`config.mk`:
```
export PLATFORM = sky130hd
export DESIGN_NAME = irq_priority_ctrl
export DESIGN_NICKNAME = d
export VERILOG_FILES = /design/src/rtl/irq_priority_ctrl.sv
export SDC_FILE = /design/constraint.sdc
export NUM_CORES = 1
export LEC_CHECK = 0
export BUFFER_PORTS_ARGS = -buffer_cell sky130_fd_sc_hd__buf_2
export CAP_MARGIN = 20
export CORE_ASPECT_RATIO = 0.75
export CORE_MARGIN = 2
export CORE_UTILIZATION = 40
export CTS_BUF_LIST = sky130_fd_sc_hd__clkbuf_16
export CTS_CLUSTER_DIAMETER = 40
export DETAILED_ROUTE_END_ITERATION = 10
export GPL_TIMING_DRIVEN = 0
export SYNTH_ARGS = -nofsm -noshare
export SYNTH_HDL_FRONTEND = slang
export SYNTH_SLANG_ARGS = --single-unit
```
`constraint.sdc`:
```
create_clock -name clk -period 2.47 [get_ports clk]
set_input_delay 0.247 -clock clk [delete_from_list [all_inputs] [get_ports clk]]
set_output_delay 0.247 -clock clk [all_outputs]
set_load 0.02 [all_outputs]
```
`src/rtl/irq_priority_ctrl.sv`:
```
// irq_priority_ctrl: interrupt controller with fully nested priority and a two-pulse acknowledge.
// Define IRQ_PRIORITY_ROTATE_EN to make rotating priority (control bit1) available.
module irq_priority_ctrl #(
    parameter int NUM_IRQ     = 8,
    parameter int SYNC_STAGES = 2
) (
    input  logic               clk,
    input  logic               reset_n,
    input  logic [NUM_IRQ-1:0] irq_in,
    input  logic               inta_n,
    input  logic               wr_en,
    input  logic [1:0]         wr_addr,
    input  logic [7:0]         wr_data,
    output logic               int_out,
    output logic [7:0]         vector_out,
    output logic               vector_valid,
    output logic [NUM_IRQ-1:0] isr_out
);
    typedef enum logic [1:0] {IDLE, ACK1, WAIT_HI, ACK2} state_t;

    state_t state, state_nxt;
    logic [SYNC_STAGES-1:0][NUM_IRQ-1:0] sync_q;
    logic [NUM_IRQ-1:0] irq_s, irq_d, irr, isr, imr, rise, isr_set, isr_clr, spec_m;
    logic [4:0] base;
    logic [2:0] ctrl, ptr, idx, peff, eoi_idx;
    logic [3:0] win, top;
    logic spurious, inta_q, fall, acking, ack2, cmd_eoi, auto_eoi, int_nxt, rot_en, rot_bit;

    // {found, index} of the highest-priority set bit, scanning upward from pointer p
    function automatic logic [3:0] pick(input logic [NUM_IRQ-1:0] v, input logic [2:0] p);
        logic [NUM_IRQ-1:0] rot;
        logic [3:0] res;
        int j;
        rot = NUM_IRQ'({v, v} >> p);
        res = '0;
        for (int r = NUM_IRQ - 1; r >= 0; r--) begin
            j = int'(p) + r;
            if (rot[r]) res = {1'b1, 3'(j >= NUM_IRQ ? j - NUM_IRQ : j)};
        end
        return res;
    endfunction

    function automatic logic [2:0] rank(input logic [2:0] i, input logic [2:0] p);
        return (i >= p) ? i - p : 3'(int'(i) + NUM_IRQ - int'(p));
    endfunction

    function automatic logic [2:0] nxt(input logic [2:0] k);
        return (int'(k) == NUM_IRQ - 1) ? 3'd0 : k + 3'd1;
    endfunction

    // indices >= NUM_IRQ fall off the top and decode to zero
    function automatic logic [NUM_IRQ-1:0] dec(input logic [2:0] i);
        logic [7:0] t;
        t = 8'd1 << i;
        return t[NUM_IRQ-1:0];
    endfunction

`ifdef IRQ_PRIORITY_ROTATE_EN
    assign rot_bit = wr_data[1];
`else
    assign rot_bit = 1'b0;
`endif

    assign irq_s   = sync_q[SYNC_STAGES-1];
    assign isr_out = isr;

    always_comb begin
        rot_en   = ctrl[1];
        peff     = rot_en ? ptr : 3'd0;
        fall     = inta_q & ~inta_n;
        rise     = irq_s & ~irq_d;
        win      = pick(irr & ~imr, peff);
        top      = pick(isr, peff);
        int_nxt  = win[3] && (!top[3] || rank(win[2:0], peff) < rank(top[2:0], peff));
        acking   = state == IDLE && fall;
        ack2     = state == WAIT_HI && fall;
        spec_m   = dec(wr_data[2:0]);
        eoi_idx  = wr_data[7] ? top[2:0] : wr_data[2:0];
        cmd_eoi  = wr_en && wr_addr == 2'd3 && (wr_data[7] ? top[3] : wr_data[6] && |(isr & spec_m));
        auto_eoi = ack2 && ctrl[2] && !spurious;
        isr_set  = (acking && win[3]) ? dec(win[2:0]) : '0;
        isr_clr  = (cmd_eoi ? dec(eoi_idx) : '0) | (auto_eoi ? dec(idx) : '0);
    end

    always_comb begin
        state_nxt = state;
        case (state)
            IDLE:    state_nxt = fall ? ACK1 : IDLE;
            ACK1:    state_nxt = WAIT_HI;
            WAIT_HI: state_nxt = fall ? ACK2 : WAIT_HI;
            default: state_nxt = IDLE;
        endcase
    end

    always_ff @(posedge clk or negedge reset_n) begin
        if (!reset_n) begin
            state        <= IDLE;
            sync_q       <= '0;
            irq_d        <= '0;
            irr          <= '0;
            isr          <= '0;
            imr          <= '1;
            base         <= '0;
            ctrl         <= '0;
            ptr          <= '0;
            idx          <= '0;
            spurious     <= 1'b0;
            inta_q       <= 1'b1;
            int_out      <= 1'b0;
            vector_out   <= '0;
            vector_valid <= 1'b0;
        end else begin
            state        <= state_nxt;
            sync_q       <= {sync_q[SYNC_STAGES-2:0], irq_in};
            irq_d        <= irq_s;
            inta_q       <= inta_n;
            irr          <= ctrl[0] ? irq_s : (irr & ~isr_set) | rise;
            isr          <= (isr | isr_set) & ~isr_clr;
            int_out      <= state == IDLE && !fall && int_nxt;
            vector_valid <= ack2;
            if (acking) begin
                idx      <= win[2:0];
                spurious <= !win[3];
            end
            if (ack2) vector_out <= {base, spurious ? 3'd7 : idx};
            if (rot_en && cmd_eoi) ptr <= nxt(eoi_idx);
            else if (rot_en && auto_eoi) ptr <= nxt(idx);
            if (wr_en) begin
                case (wr_addr)
                    2'd0:    imr  <= wr_data[NUM_IRQ-1:0];
                    2'd1:    base <= wr_data[7:3];
                    2'd2:    ctrl <= {wr_data[2], rot_bit, wr_data[0]};
                    default: ;
                endcase
            end
        end
    end
endmodule

```
==> reports/metrics.csv <==
stage;metric;value;unit
place;port buffer count;39;
detailed_routing;initial drt markers;175;
synthesis;top post-synthesis cells by area;dfrtp_1, dfstp_2, mux2_2;
sta;Rel. slew slack;40.1;%
floorplanning;Die W;106;µm
floorplanning;row count;27;
global_routing;largest net degree at the start of global routing;53;
detailed_routing;Final ANT Viol Nets;0;
synthesis;Avg Cell Area, Syn;11.2;µm²
worst_hold_path;HP Start;irq_in[4];
finish;Final nets;360;
floorplanning;Starting Density;41.7;%
power_and_ir_drop;Power Dens Cells;1100;nW/µm²
global_routing;initial antenna violation count;0;
setup_path;worst setup path start;imr[4];
global_routing;GRT Overall Usage;18.2;%
place;placed instance area;3450;µm²
synthesis;number of synthesized register bits;72;
finish;share of layout cells above drive strength 1;27.2;%
synthesis;area share of the largest cell type after synthesis;50.8;%
sta;fin crit share;92.7;%
detailed_routing;DRT Wirelength;6880;µm
floorplanning;die area;8480;µm²
floorplanning;I/O Pins;40;
finish;Area growth, synth to finish;22.4;%
clock_network;TritonCTS clock tree;yes;
place;Routability Congestion;0.889;
synthesis;synthesized area;3100;µm²
setup_path;data arrival time of the critical path;2.56;ns
sta;Final Critical Period;2.29;ns
sta;Slew Limit Fails;0;
global_routing;Global Route met2 Usage;27.1;%
clock_network;Clock Sinks;72;
setup_path;Crit Path Max Fanout;4;
synthesis;Synth async-reset ratio;100;%
setup_path;r2r startpoint;imr[4];
setup_path;Worst EP required;2.74;ns
finish;Fill cells;673;
detailed_routing;Vias/cell;5.22;
sta;Total Neg Setup Slack;0;ns
detailed_routing;wire per inst;15.7;µm
floorplanning;chip height;80.2;µm
setup_path;CP Class;flip-flop to flip-flop;
clock_network;clock-pin slew on the worst setup and hold paths;0.06;ns
clock_network;Num CTS Buffers;9;
worst_hold_path;worst min path class;input port to flip-flop;
clock_network;Setup Buffers After CTS;0;
setup_path;startpoint types;flip-flop;
finish;antenna diode instance count;0;
setup_path;CP max stage delay;0.53;ns
power_and_ir_drop;maximum VDD drop;551;µV
synthesis;syn_nets;305;
sta;Max Clk Rate;437;MHz
setup_path;worst path cell trace;nand2b_1 > nand2_1 > nor3_2 > nor2_1 > ha_1 > a21o_1 > a2111oi_1 > o2111a_1;
clock_network;Max Buffers Root-to-Sink;2;
power_and_ir_drop;static leakage;1.71;nW
sta;Final Hold Viols;0;
synthesis;Cells after Synth;278;
floorplanning;Core Area;7430;µm²
sta;Clock Skews;0.00574;ns
clock_network;Clock Latency Late Sink;0.34;ns
power_and_ir_drop;Design Power;4.18;mW
sta;slew at the pin closest to its max-slew limit;0.886;ns
synthesis;Main synth FF type;dfrtp_1;
detailed_routing;routed vias;2290;
status;status;complete, no violations;
place;dpl hpwl;4970;µm
global_routing;first-pass GRT wire length;11600;µm
global_routing;grt ovf;0;
synthesis;number of synthesized flops with an enable pin;0;
synthesis;Synth cell types;51;
global_routing;met1 GRT Util;25.5;%
sta;RSZ-0062 raised after global routing;no;
job;Max-Cap Viols;0;
global_routing;met3 Usage GRT;6.25;%
setup_path;Worst path slowest cell;dfstp_2;
global_routing;vias in the first global route;2286;
setup_path;Top delay family on crit path;compound AO/OA/AOI/OAI gates;
finish;area of the multi-input gates;1220;µm²
setup_path;Worst setup EP type;flip-flop;
global_routing;busiest grt layer;met2;
synthesis;sequential share of the synthesized area;58.5;%
detailed_routing;DRC;0;
synthesis;yosys synthesis warning count;0;
finish;post-route cell area;3790;µm²
detailed_routing;1st-pass router iterations;4;
finish;Register Area;1810;µm²
clock_network;H-tree levels;3;
synthesis;area leader, netlist;dfrtp_1;
setup_path;buffers plus inverters on the worst setup path;0;
sta;Setup Viol. Count Final;0;
clock_network;clock root cell;clkbuf_16;
-- synthesized netlist by cell type (2+ instances only) --
cell type / n
dfstp_2: 9
buf_1: 2
o21ai_0: 18
nor3_1: 3
nor3b_1: 2
nor2_1: 20
mux2_2: 15
a32o_1: 2
o21ai_1: 2
inv_1: 12
a221oi_2: 2
a31oi_1: 2
nand2_1: 43
o21a_1: 3
o211ai_1: 4
ha_1: 5
nand3_1: 2
mux2i_1: 2
a211oi_1: 3
nand2b_1: 9
nor4b_1: 3
a21oi_1: 10
a21o_1: 2
nand3b_1: 6
nor2b_1: 4
nor4_1: 4
dfrtp_1: 63
clkbuf_1: 3
-- kinds of logic after synthesis --
kind of cell | Yosys count | synth area share, %
simple gates | 106 | 17.3
buf+inv | 18 | 2.30
flops | 72 | 58.5
compound gates | 59 | 13.1
fa+ha+maj | 5 | 2.02
mux | 18 | 6.82
-- state kept, by name (all words and copies together), names as in the netlist --
register      flops
irr               8
vector_valid      1
base              5
vector_out        8
state             2
idx               3
imr               8
int_out           1
irq_s             8
isr_out           8
sync_q            8
irq_d             8
ctrl              2
inta_q            1
spurious          1
-- metrics by stage --
step                      hold WS (ns)  utilization (%)  setup slack, ns  cells
after floorplan                -0.0486                -            0.415    278
after global placement           0.332             46.0           0.0483    418
after detailed placement         0.162             46.4           0.0213    419
after CTS                    0.0000942             50.7           0.0651    437
after global routing          0.000525             51.1          0.00927    439
final                           0.0125             51.1            0.179    439
-- report_power, final --
| group | switching [mW] | total [mW] | internal (mW) | leakage, nW |
|---|---|---|---|---|
| sequential | 0.229 | 1.68 | 1.45 | 0.856 |
| clock | 0.556 | 1.27 | 0.713 | 0.147 |
| combinational | 0.748 | 1.23 | 0.484 | 0.707 |
| total | 1.53 | 4.18 | 2.65 | 1.71 |
-- what timing repair did --
action,in CTS,in global routing
hold endpoints to repair,20,2
endpoints found under the setup margin,0,1
hold buffers,2,2
gates resized for setup,0,3
-- layout make-up --
class | count | area share, %
Buffer | 6 | 0.692
Clock buffer | 9 | 5.93
Clock inverter | 7 | 1.81
Inverter | 12 | 1.19
Multi-Input combinational cell | 188 | 32.3
Sequential cell | 72 | 47.8
Tap cell | 101 | 3.33
Timing Repair Buffer | 44 | 6.99
-- worst register-to-register path, delay by kind of cell (launching register included) --
kind	cells	cell delay (ns)
AO/OA/AOI/OAI	3	0.70
AND/OR/NAND/NOR	4	0.66
flip-flops	1	0.53
adder cells (fa/ha/maj)	1	0.32
-- cell usage in the layout (no fill, tap or decap), types with 9 or more instances in the layout --
cell,instances
dfrtp_1,63
nand2_1,43
buf_2,38
nor2_1,20
o21ai_0,18
mux2_2,15
inv_1,12
a21oi_1,10
clkbuf_16,9
dfstp_2,9
-- worst paths after layout --
path                              to  depth (start not counted)  slack [ns]
setup / recovery             int_out                          8        0.18
hold / removal             sync_q[4]                          1        0.01
setup reg to reg             int_out                          8        0.18
hold reg to reg             irq_s[2]                          0        0.35
max in group asynchronous     imr[6]                          3        1.52
min in group asynchronous    int_out                          2        0.34
-- metal layers --
layer | vias up | part of all wire [%]
met5 | - | 0
met4 | 0 | 1.1
met3 | 8 | 5.5
met2 | 50 | 43
met1 | 1132 | 50
li1 | 1100 | -
(Power assumes the default switching activity.)
